--- src/rtl/oven_cycle_ctrl.sv ---
// oven_cycle_ctrl: sequencer for one bake cycle of the oven simulator.
// It accepts a setpoint and cook time, then runs the cycle: preheat ramp,
// timed cook with heater regulation, end-of-cycle alarm, and a return to idle.
// It owns the simulated oven temperature and remaining-time registers. The
// sequencer advances only on the 1 Hz tick enable.
//
// Ports:
//   clk, reset          system clock, synchronous active-high reset
//   tick                one-cycle enable, once per second
//   start, cancel       one-cycle begin / abort requests
//   pause               level input, holds the cycle while high
//   set_temp, set_time  setpoint (degrees) and cook time (seconds)
//   oven_temp           simulated oven temperature (registered)
//   time_left           cook seconds remaining (registered)
//   state               IDLE=0, PREHEAT=1, COOK=2, PAUSE=3, ALARM=4
//   heater_on, alarm    heater command, end-of-cycle buzzer
//   done, err           one-cycle pulses: cook expired / start rejected
//   busy                high whenever state is not IDLE
module oven_cycle_ctrl #(
  parameter int DATA_W      = 10,
  parameter int AMBIENT     = 70,
  parameter int MAX_TEMP    = 500,
  parameter int RAMP_STEP   = 25,
  parameter int COOL_STEP   = 10,
  parameter int ALARM_TICKS = 5
) (
  input  logic              clk,
  input  logic              reset,
  input  logic              tick,
  input  logic              start,
  input  logic              cancel,
  input  logic              pause,
  input  logic [DATA_W-1:0] set_temp,
  input  logic [DATA_W-1:0] set_time,
  output logic [DATA_W-1:0] oven_temp,
  output logic [DATA_W-1:0] time_left,
  output logic [2:0]        state,
  output logic              heater_on,
  output logic              alarm,
  output logic              done,
  output logic              err,
  output logic              busy
);

  localparam int CW = (ALARM_TICKS > 1) ? $clog2(ALARM_TICKS) : 1;

  typedef enum logic [2:0] {
    S_IDLE    = 3'd0,
    S_PREHEAT = 3'd1,
    S_COOK    = 3'd2,
    S_PAUSE   = 3'd3,
    S_ALARM   = 3'd4
  } state_t;

  state_t            state_r, state_n;
  state_t            saved_r, saved_n;
  logic [DATA_W-1:0] setpoint_r, setpoint_n;
  logic [DATA_W-1:0] temp_n, time_n;
  logic [CW-1:0]     cnt_r, cnt_n;
  logic              done_n, err_n, heater_n, alarm_n, busy_n;
  logic [DATA_W-1:0] heat_t, cool_t, reg_t;
  logic              start_ok;

  // Rise by RAMP_STEP in one extra bit so the sum cannot wrap, clamped at sp.
  function automatic logic [DATA_W-1:0] heat_step(input logic [DATA_W-1:0] t,
                                                  input logic [DATA_W-1:0] sp);
    logic [DATA_W:0] sum;
    sum = {1'b0, t} + (DATA_W+1)'(RAMP_STEP);
    if (sum >= {1'b0, sp}) heat_step = sp;
    else                   heat_step = sum[DATA_W-1:0];
  endfunction

  // Fall by COOL_STEP, never below the ambient floor.
  function automatic logic [DATA_W-1:0] cool_step(input logic [DATA_W-1:0] t);
    logic [DATA_W:0] limit;
    limit = (DATA_W+1)'(AMBIENT) + (DATA_W+1)'(COOL_STEP);
    if ({1'b0, t} <= limit) cool_step = DATA_W'(AMBIENT);
    else                    cool_step = t - DATA_W'(COOL_STEP);
  endfunction

  assign heat_t   = heat_step(oven_temp, setpoint_r);
  assign cool_t   = cool_step(oven_temp);
  assign reg_t    = (oven_temp < setpoint_r) ? heat_t : cool_t;
  assign start_ok = (set_temp > DATA_W'(AMBIENT)) && (set_temp <= DATA_W'(MAX_TEMP)) &&
                    (set_time != '0);
  assign state    = state_r;

  always_comb begin
    state_n    = state_r;
    saved_n    = saved_r;
    setpoint_n = setpoint_r;
    temp_n     = oven_temp;
    time_n     = time_left;
    cnt_n      = cnt_r;
    done_n     = 1'b0;
    err_n      = 1'b0;
    if (cancel && (state_r != S_IDLE)) begin
      // Abort: temperature holds this cycle and cools from there in IDLE.
      state_n = S_IDLE;
      time_n  = '0;
    end else begin
      unique case (state_r)
        S_IDLE: begin
          // A cancel in the same cycle suppresses the start entirely.
          if (start && !cancel && start_ok) begin
            setpoint_n = set_temp;
            time_n     = set_time;
            state_n    = S_PREHEAT;
          end else begin
            if (start && !cancel) err_n = 1'b1;
            if (tick) temp_n = cool_t;
          end
        end
        S_PREHEAT: begin
          if (tick) begin
            temp_n = heat_t;
            if (heat_t == setpoint_r) state_n = S_COOK;
          end
          // A coincident tick has already picked the state to resume into.
          if (pause) begin
            saved_n = (tick && (heat_t == setpoint_r)) ? S_COOK : S_PREHEAT;
            state_n = S_PAUSE;
          end
        end
        S_COOK: begin
          if (tick) begin
            temp_n = reg_t;
            time_n = time_left - 1'b1;
            if (time_left == DATA_W'(1)) begin
              done_n  = 1'b1;
              cnt_n   = '0;
              state_n = S_ALARM;
            end
          end
          // Expiry on the same tick finishes the cycle instead of pausing it.
          if (pause && !(tick && (time_left == DATA_W'(1)))) begin
            saved_n = S_COOK;
            state_n = S_PAUSE;
          end
        end
        S_PAUSE: begin
          if (tick)   temp_n  = cool_t;
          if (!pause) state_n = saved_r;
        end
        S_ALARM: begin
          if (tick) begin
            temp_n = cool_t;
            if (cnt_r == CW'(ALARM_TICKS - 1)) state_n = S_IDLE;
            else                               cnt_n   = cnt_r + 1'b1;
          end
        end
        default: state_n = S_IDLE;
      endcase
    end
    // Flags are derived from the next state so they register alongside it.
    heater_n = (state_n == S_PREHEAT) || ((state_n == S_COOK) && (temp_n < setpoint_n));
    alarm_n  = (state_n == S_ALARM);
    busy_n   = (state_n != S_IDLE);
  end

  always_ff @(posedge clk) begin
    if (reset) begin
      state_r    <= S_IDLE;
      saved_r    <= S_PREHEAT;
      setpoint_r <= '0;
      oven_temp  <= DATA_W'(AMBIENT);
      time_left  <= '0;
      cnt_r      <= '0;
      heater_on  <= 1'b0;
      alarm      <= 1'b0;
      done       <= 1'b0;
      err        <= 1'b0;
      busy       <= 1'b0;
    end else begin
      state_r    <= state_n;
      saved_r    <= saved_n;
      setpoint_r <= setpoint_n;
      oven_temp  <= temp_n;
      time_left  <= time_n;
      cnt_r      <= cnt_n;
      heater_on  <= heater_n;
      alarm      <= alarm_n;
      done       <= done_n;
      err        <= err_n;
      busy       <= busy_n;
    end
  end

endmodule

--- config.mk ---
export PLATFORM = sky130hd
export DESIGN_NAME = oven_cycle_ctrl
export DESIGN_NICKNAME = d
export VERILOG_FILES = /design/src/rtl/oven_cycle_ctrl.sv
export SDC_FILE = /design/constraint.sdc
export NUM_CORES = 1
export LEC_CHECK = 0
export CAP_MARGIN = 20
export CORE_ASPECT_RATIO = 0.6
export CORE_MARGIN = 2
export CORE_UTILIZATION = 55
export CTS_CLUSTER_DIAMETER = 150
export DETAILED_ROUTE_END_ITERATION = 6
export PLACE_DENSITY = 0.88
export SLEW_MARGIN = 10
export SYNTH_ARGS = -nofsm -noshare
export SYNTH_HDL_FRONTEND = slang
export SYNTH_SLANG_ARGS = --single-unit
export TNS_END_PERCENT = 30
--- constraint.sdc ---
create_clock -name clk -period 5.45 [get_ports clk]
set_clock_uncertainty 0.2 [all_clocks]
set_input_delay 0.545 -clock clk [delete_from_list [all_inputs] [get_ports clk]]
set_output_delay 0.545 -clock clk [all_outputs]
set_load 0.05 [all_outputs]
---- Word-level counts from Yosys, hierarchy flattened ----
Cells that the tools add are included.
word-level totals
  bits in registers ....................... 44
  input bits .............................. 26
  logic and storage cells ................. 106
operators by class
  add/sub/neg operators ................... 4
  $lt $le $gt $ge ......................... 6
  equality and inequality tests ........... 17
  multiplexer cells ....................... 38
  bitwise logic cells ..................... 4
  reductions and logical operators ........ 26
operators with widths
  operator                 count
  $mux W10                 13
  $mux W3                  17
  $pmux W10 S4             1
  $lt A10 B10 Y1           2
  $pmux W10 S2             1
  $pmux W3 S5              1
  $ne A2 B2 Y1 const B     7
  $pmux W3 S2              2
  $add A10 B5 Y11 const B  1
  $ge A11 B10 Y1           1
  $eq A10 B1 Y1 const B    1
  $eq A10 B10 Y1           1
  $gt A10 B7 Y1 const B    1
  $le A10 B7 Y1 const B    1
  $le A10 B9 Y1 const B    1
  $reduce_bool A10 Y1      1
  $sub A10 B1 Y10 const B  1
  $sub A10 B4 Y10 const B  1
  $eq A3 B2 Y1 const B     3
  $eq A3 B3 Y1 const B     3
  $logic_and A1 B1 Y1      9
  $reduce_or A4 Y1         2
  $eq A3 B1 Y1 const B     2
  $reduce_and A6 Y1        1
  12 further kinds         21

---- Longest topological paths before layout ----
Gate-level depths: netlist (run 1).
  word-level depth ........................ 12
  mapped depth ............................ 22
  depth with buffers taken out ............ 21

---- Worst setup path after synthesis (run 1) ----
OpenSTA, ideal clock, no wires.
  path type ............................... register to register
  start ................................... register oven_temp[0]
  end ..................................... register heater_on
  arrival time ............................ 4.591 ns
  data required time ...................... 5.190 ns
  path slack .............................. 0.599 ns
  stages on the path, launching flop included .. 23
  path buffers ............................ 1
  cells stage by stage .................... dfxtp_1 -> ha_1 -> a211oi_2 -> nor3b_1 -> xnor2_1 -> inv_1 -> ha_1 -> a21o_1 -> a21oi_1 -> nor2b_1 -> nand2_1 -> buf_2 -> mux2i_1 -> o21ai_0 -> o31ai_1 -> nand2_1 -> ha_1 -> a211oi_1 -> o21ai_0 -> o211ai_1 -> a21oi_1 -> a2111oi_0 -> a41o_1
on the way
  elaborated cells on any way between the ends .. 25
  classes of those cells .................. 2 x add/sub; 4 x order compare; 3 x eq/ne; 14 x mux; 2 x reduce/logical
RTL lines
  what                     RTL line  RTL
  from (decl)              35        output logic [DATA_W-1:0] oven_temp,
  from (signal assigned)   166       oven_temp <= DATA_W'(AMBIENT);
  from (signal assigned)   178       oven_temp <= temp_n;
  $add A10 B5 Y11          68        sum = {1'b0, t} + (DATA_W+1)'(RAMP_STEP);
  $ge A11 B10 Y1           69        if (sum >= {1'b0, sp}) heat_step = sp;
  $mux W10                 69
  $mux W10                 83        assign reg_t = (oven_temp < setpoint_r) ? heat_t : cool_t;
  $mux W10                 126       if (tick) begin
  $pmux W10 S4 (*)         102       unique case (state_r)
  $mux W10 (*)             97        if (cancel && (state_r != S_IDLE)) begin
  via temp_n[2]            58        logic [DATA_W-1:0] temp_n, time_n;
  $lt A10 B10 Y1 (*)       156       heater_n = (state_n == S_PREHEAT) || ((state_n == S_COOK) && (temp_n < setpoint_n));
  $logic_and A1 B1 Y1 (*)  156
  $logic_or A1 B1 Y1 (*)   156
  to (signal assigned)     181       heater_on <= heater_n;
  to (decl)                38        output logic heater_on,
Mark *: on every way through the listed nets, which the timed path passes. The rest lies on a longest branch.
A chain may end at the register's enable or synchronous reset.

---- Final worst setup path (run 1) ----
  start ................................... register oven_temp[1]
  end ..................................... register heater_on
Same word-level chain as after synthesis.

==> qor.log, run 1 <==
qor: layout.drive_above_1_share 0.0575
qor: drt.vias_per_cell 6.62
qor: global_routing.grt_max_degree 26
qor: floorplanning.floorplan.initialDensity 0.571
qor: setup_path.chain_of_cells_forming_the_critical_path ha_1 > a211oi_4 > nand2b_1 > xor2_1 > inv_1 > ha_1 > nand4_1 > a211oi_2 > o31ai_2 > nand2_1 > buf_4 > mux2i_1 > o21ai_0 > o31ai_1 > nand2_1 > ha_1 > a211oi_1 > o21ai_0 > o211ai_1 > a21oi_1 > a2111oi_1 > a41o_1
qor: setup_path.critPathLaunchType register
qor: layout.insertedDiodeCount 0
qor: setup_path.endpoint_kind register
qor: drt.routed_wirelength 13500 um
qor: status.run_status complete, no violations
qor: drt.postRouteAntennaNets 0
qor: yosys.synth.net_count 578
qor: timing.report.final.setup_viol 0
qor: yosys.yosys_most_used_dff dfxtp_1
qor: layout.layout_overhead_on_the_synthesized_area 19.8%
qor: layout.total_of_fill_cells_in_the_finished_design 582
qor: drt.routed-via-count 4264
qor: timing.timing.final.hold_violations 0
qor: yosys.synth_area_per_cell 7.43 sq um
qor: clocking.post-cts-setup-buffer-count 0
qor: timing.fmax 197 MHz
qor: placement.gp_routability_congestion 1.02
qor: yosys.number_of_synthesized_flops_with_an_enable_pin 0
qor: power.pwr_density_cell 296 mW/mm^2
qor: placement.placed_cells 636
qor: setup_path.path_max_fanout 9
qor: clocking.cts_tree yes
qor: drt.post_drt_wl_per_cell 20.9 um
qor: global_routing.number_of_global_route_vias_before_repair 3716
qor: power.total_power 1.36 mW
qor: floorplanning.dieWidth 112 um
qor: power.power.ir.vdd_worst 0.000181 V
qor: timing.grt_setup_unrepaired no
qor: layout.final_cells 644
qor: layout.finish.net_count 619
qor: timing.tightest_slew 1.09 ns
qor: setup_path.critical_path.max_stage_delay 0.41 ns
qor: setup_path.timing.critical_path.mode_cell ha_1
qor: clocking.worst_setup_hold_path_clk_slew 0.07 ns
qor: floorplanning.rows 23
qor: run.maxCapViolations 0
qor: timing.fin_worst_hold_slack 0.262 ns
qor: setup_path.crit_buf_inv 2
qor: layout.multi_input_combinational_cell_area 0.00276 sq mm
qor: clocking.postCtsResizedCells 0
qor: clocking.htree_num_levels 2
qor: timing.finalMaxSlewViolations 0
qor: setup_path.cp_data_arrival_time 5.11 ns
qor: yosys.synth-seq-cells 43
qor: clocking.clk-insertion-delay-late 0.29 ns
qor: timing.timing.setup.tns 0 ns
qor: setup_path.critPathKind register to register
qor: yosys.synth_cell_types 71
qor: yosys.yosys_warnings 0
qor: clocking.clock_tree.root_cell clkbuf_16
qor: min_path.worst_hold_path_type register to register
qor: global_routing.antenna_violations_before_repair 0
qor: timing.maxSlewHeadroom 0.271
qor: yosys.ys_seq_area_frac 0.225
qor: layout.layout_commonest_cell nor2_1
qor: yosys.synth_async_sr_flop_share 0
qor: layout.mostFrequentLayoutCells nor2_1 (64), clkdlybuf4s50_1 (53), o21ai_0 (43), dfxtp_1 (43)
qor: setup_path.cpLargestDelayFamily compound AO/OA/AOI/OAI gates
qor: global_routing.grt_pass1_wl 20600 um
qor: clocking.ctsHoldBuffers 0
qor: global_routing.groute.usage.overall 0.351
qor: yosys.syn_area 0.00383 sq mm
qor: floorplanning.design.die.area 0.00766 sq mm
qor: drt.drc_errors 0
qor: floorplanning.dieHeight 68.6 um
qor: timing.min_period 5.07 ns
qor: layout.seq_area 861 sq um
qor: clocking.cts.path.max_buffers 2
qor: drt.drt_pre_antenna_iters 6
qor: setup_path.worst_ep_required_time 5.48 ns
qor: floorplanning.ios 54
qor: power.static-leakage-power 1.82 nW
qor: timing.layout_worst_path_cycle_share 0.931
qor: clocking.cts-buffers-inserted 5
qor: floorplanning.placeableCoreArea 0.00671 sq mm
qor: drt.initialDrtViolationCount 703
qor: yosys.netlist_instances 515
qor: global_routing.globalRouteOverflowTotal 0
qor: placement.dp_hpwl 10400 um
qor: placement.number_of_input_and_output_port_buffers_inserted 53
qor: setup_path.crit_path_top_delay_cell dfxtp_1
qor: clocking.clkSinkCount 43
metrics by stage:
step           area [sq um]  utilization  worst slack (ns)
2_1_floorplan          3830            -             0.599
3_3_place_gp           4390        0.655             0.655
3_5_place_dp           4390        0.655             0.408
4_1_cts                4560        0.680             0.326
5_1_grt                4580        0.684            0.0265
6_report               4580        0.684             0.376
cell usage after synthesis (3+ instances only):
cell,n,area [sq um]
a211o_1,3,26.3
a211oi_1,8,60.1
a21o_1,5,37.5
a21oi_1,39,195
a31oi_1,6,37.5
and2_1,7,43.8
and3_1,4,25.0
buf_2,12,60.1
clkbuf_1,10,37.5
dfxtp_1,43,861
ha_1,37,463
inv_1,28,105
mux2i_1,9,90.1
nand2_1,39,146
nand2b_1,12,75.1
nand3_1,11,55.1
nand4_1,4,25.0
nand4b_1,4,35.0
nor2_1,64,240
nor2b_1,10,62.6
nor3_1,12,60.1
nor3b_1,3,22.5
nor4_1,7,43.8
o211ai_1,8,60.1
o21a_1,6,45.0
o21ai_0,43,215
o21ai_1,6,30.0
o221ai_1,4,35.0
o22ai_1,3,18.8
o31ai_1,4,30.0
xnor2_1,7,61.3
xor2_1,3,26.3
state kept, by name (all words and copies together) (netlist names), 2 cells and up:
name,cells
oven_temp,10
setpoint_r,10
time_left,10
cnt_r,3
state,3
saved_r,2
kinds of logic after synthesis:
| kind of cell | Yosys count | synth area share |
|---|---|---|
| and+or+nand+nor | 190 | 0.247 |
| adders and majority gates | 37 | 0.121 |
| muxes | 11 | 0.0294 |
| buffers and inverters | 54 | 0.0608 |
| DFF | 43 | 0.225 |
| xor gates and xnor gates | 10 | 0.0229 |
| AOI/OAI and AO/OA | 170 | 0.294 |
where the power goes:
| part | switching, mW | internal, mW |
|---|---|---|
| logic | 0.396 | 0.238 |
| registers | 0.0374 | 0.335 |
| clock network | 0.132 | 0.216 |
| total | 0.566 | 0.790 |
path summary, 6_finish.rpt:
check        slack (ns)          to  depth (start not counted)         start
max                0.38   heater_on                         22  oven_temp[1]
min reg2reg        0.26  saved_r[1]                          1    saved_r[1]
min                0.26  saved_r[1]                          1    saved_r[1]
max reg2reg        0.38   heater_on                         22  oven_temp[1]
final cells by class:
cell class              count  share of cell area
multi-input cells         418               0.601
clock inverters             3             0.00956
clock buffers               5              0.0273
flip-flops and latches     43               0.188
inverters                  28              0.0229
repair buffers             60               0.127
well taps                  87              0.0238
layer usage:
| metal | share of wire | up-vias | track usage |
|---|---|---|---|
| met1 | 0.46 | 1964 | 0.524 |
| met4 | 0.013 | 0 | 0.0633 |
| li1 | - | 1978 | - |
| met5 | 0 | - | 0 |
| met3 | 0.15 | 19 | 0.132 |
| met2 | 0.38 | 303 | 0.473 |
(Power assumes the default switching activity.)
==> inputs of run 2 (changes only) <==
--- a/config.mk
+++ b/config.mk
@@ -10,6 +10,7 @@
 export CORE_MARGIN = 2
 export CORE_UTILIZATION = 55
 export CTS_CLUSTER_DIAMETER = 150
+export CTS_CLUSTER_SIZE = 40
 export DETAILED_ROUTE_END_ITERATION = 6
 export PLACE_DENSITY = 0.88
 export SLEW_MARGIN = 10
==> results of run 2 <==
No change in the layout: final DEF, timing and power equal those of run 1.
==> inputs of run 3 (changes only) <==
--- a/config.mk
+++ b/config.mk
@@ -5,7 +5,7 @@
 export SDC_FILE = /design/constraint.sdc
 export NUM_CORES = 1
 export LEC_CHECK = 0
-export CAP_MARGIN = 20
+export CAP_MARGIN = 25
 export CORE_ASPECT_RATIO = 0.6
 export CORE_MARGIN = 2
 export CORE_UTILIZATION = 55
==> results of run 3 <==
No change in the layout: final DEF, timing and power equal those of run 1.
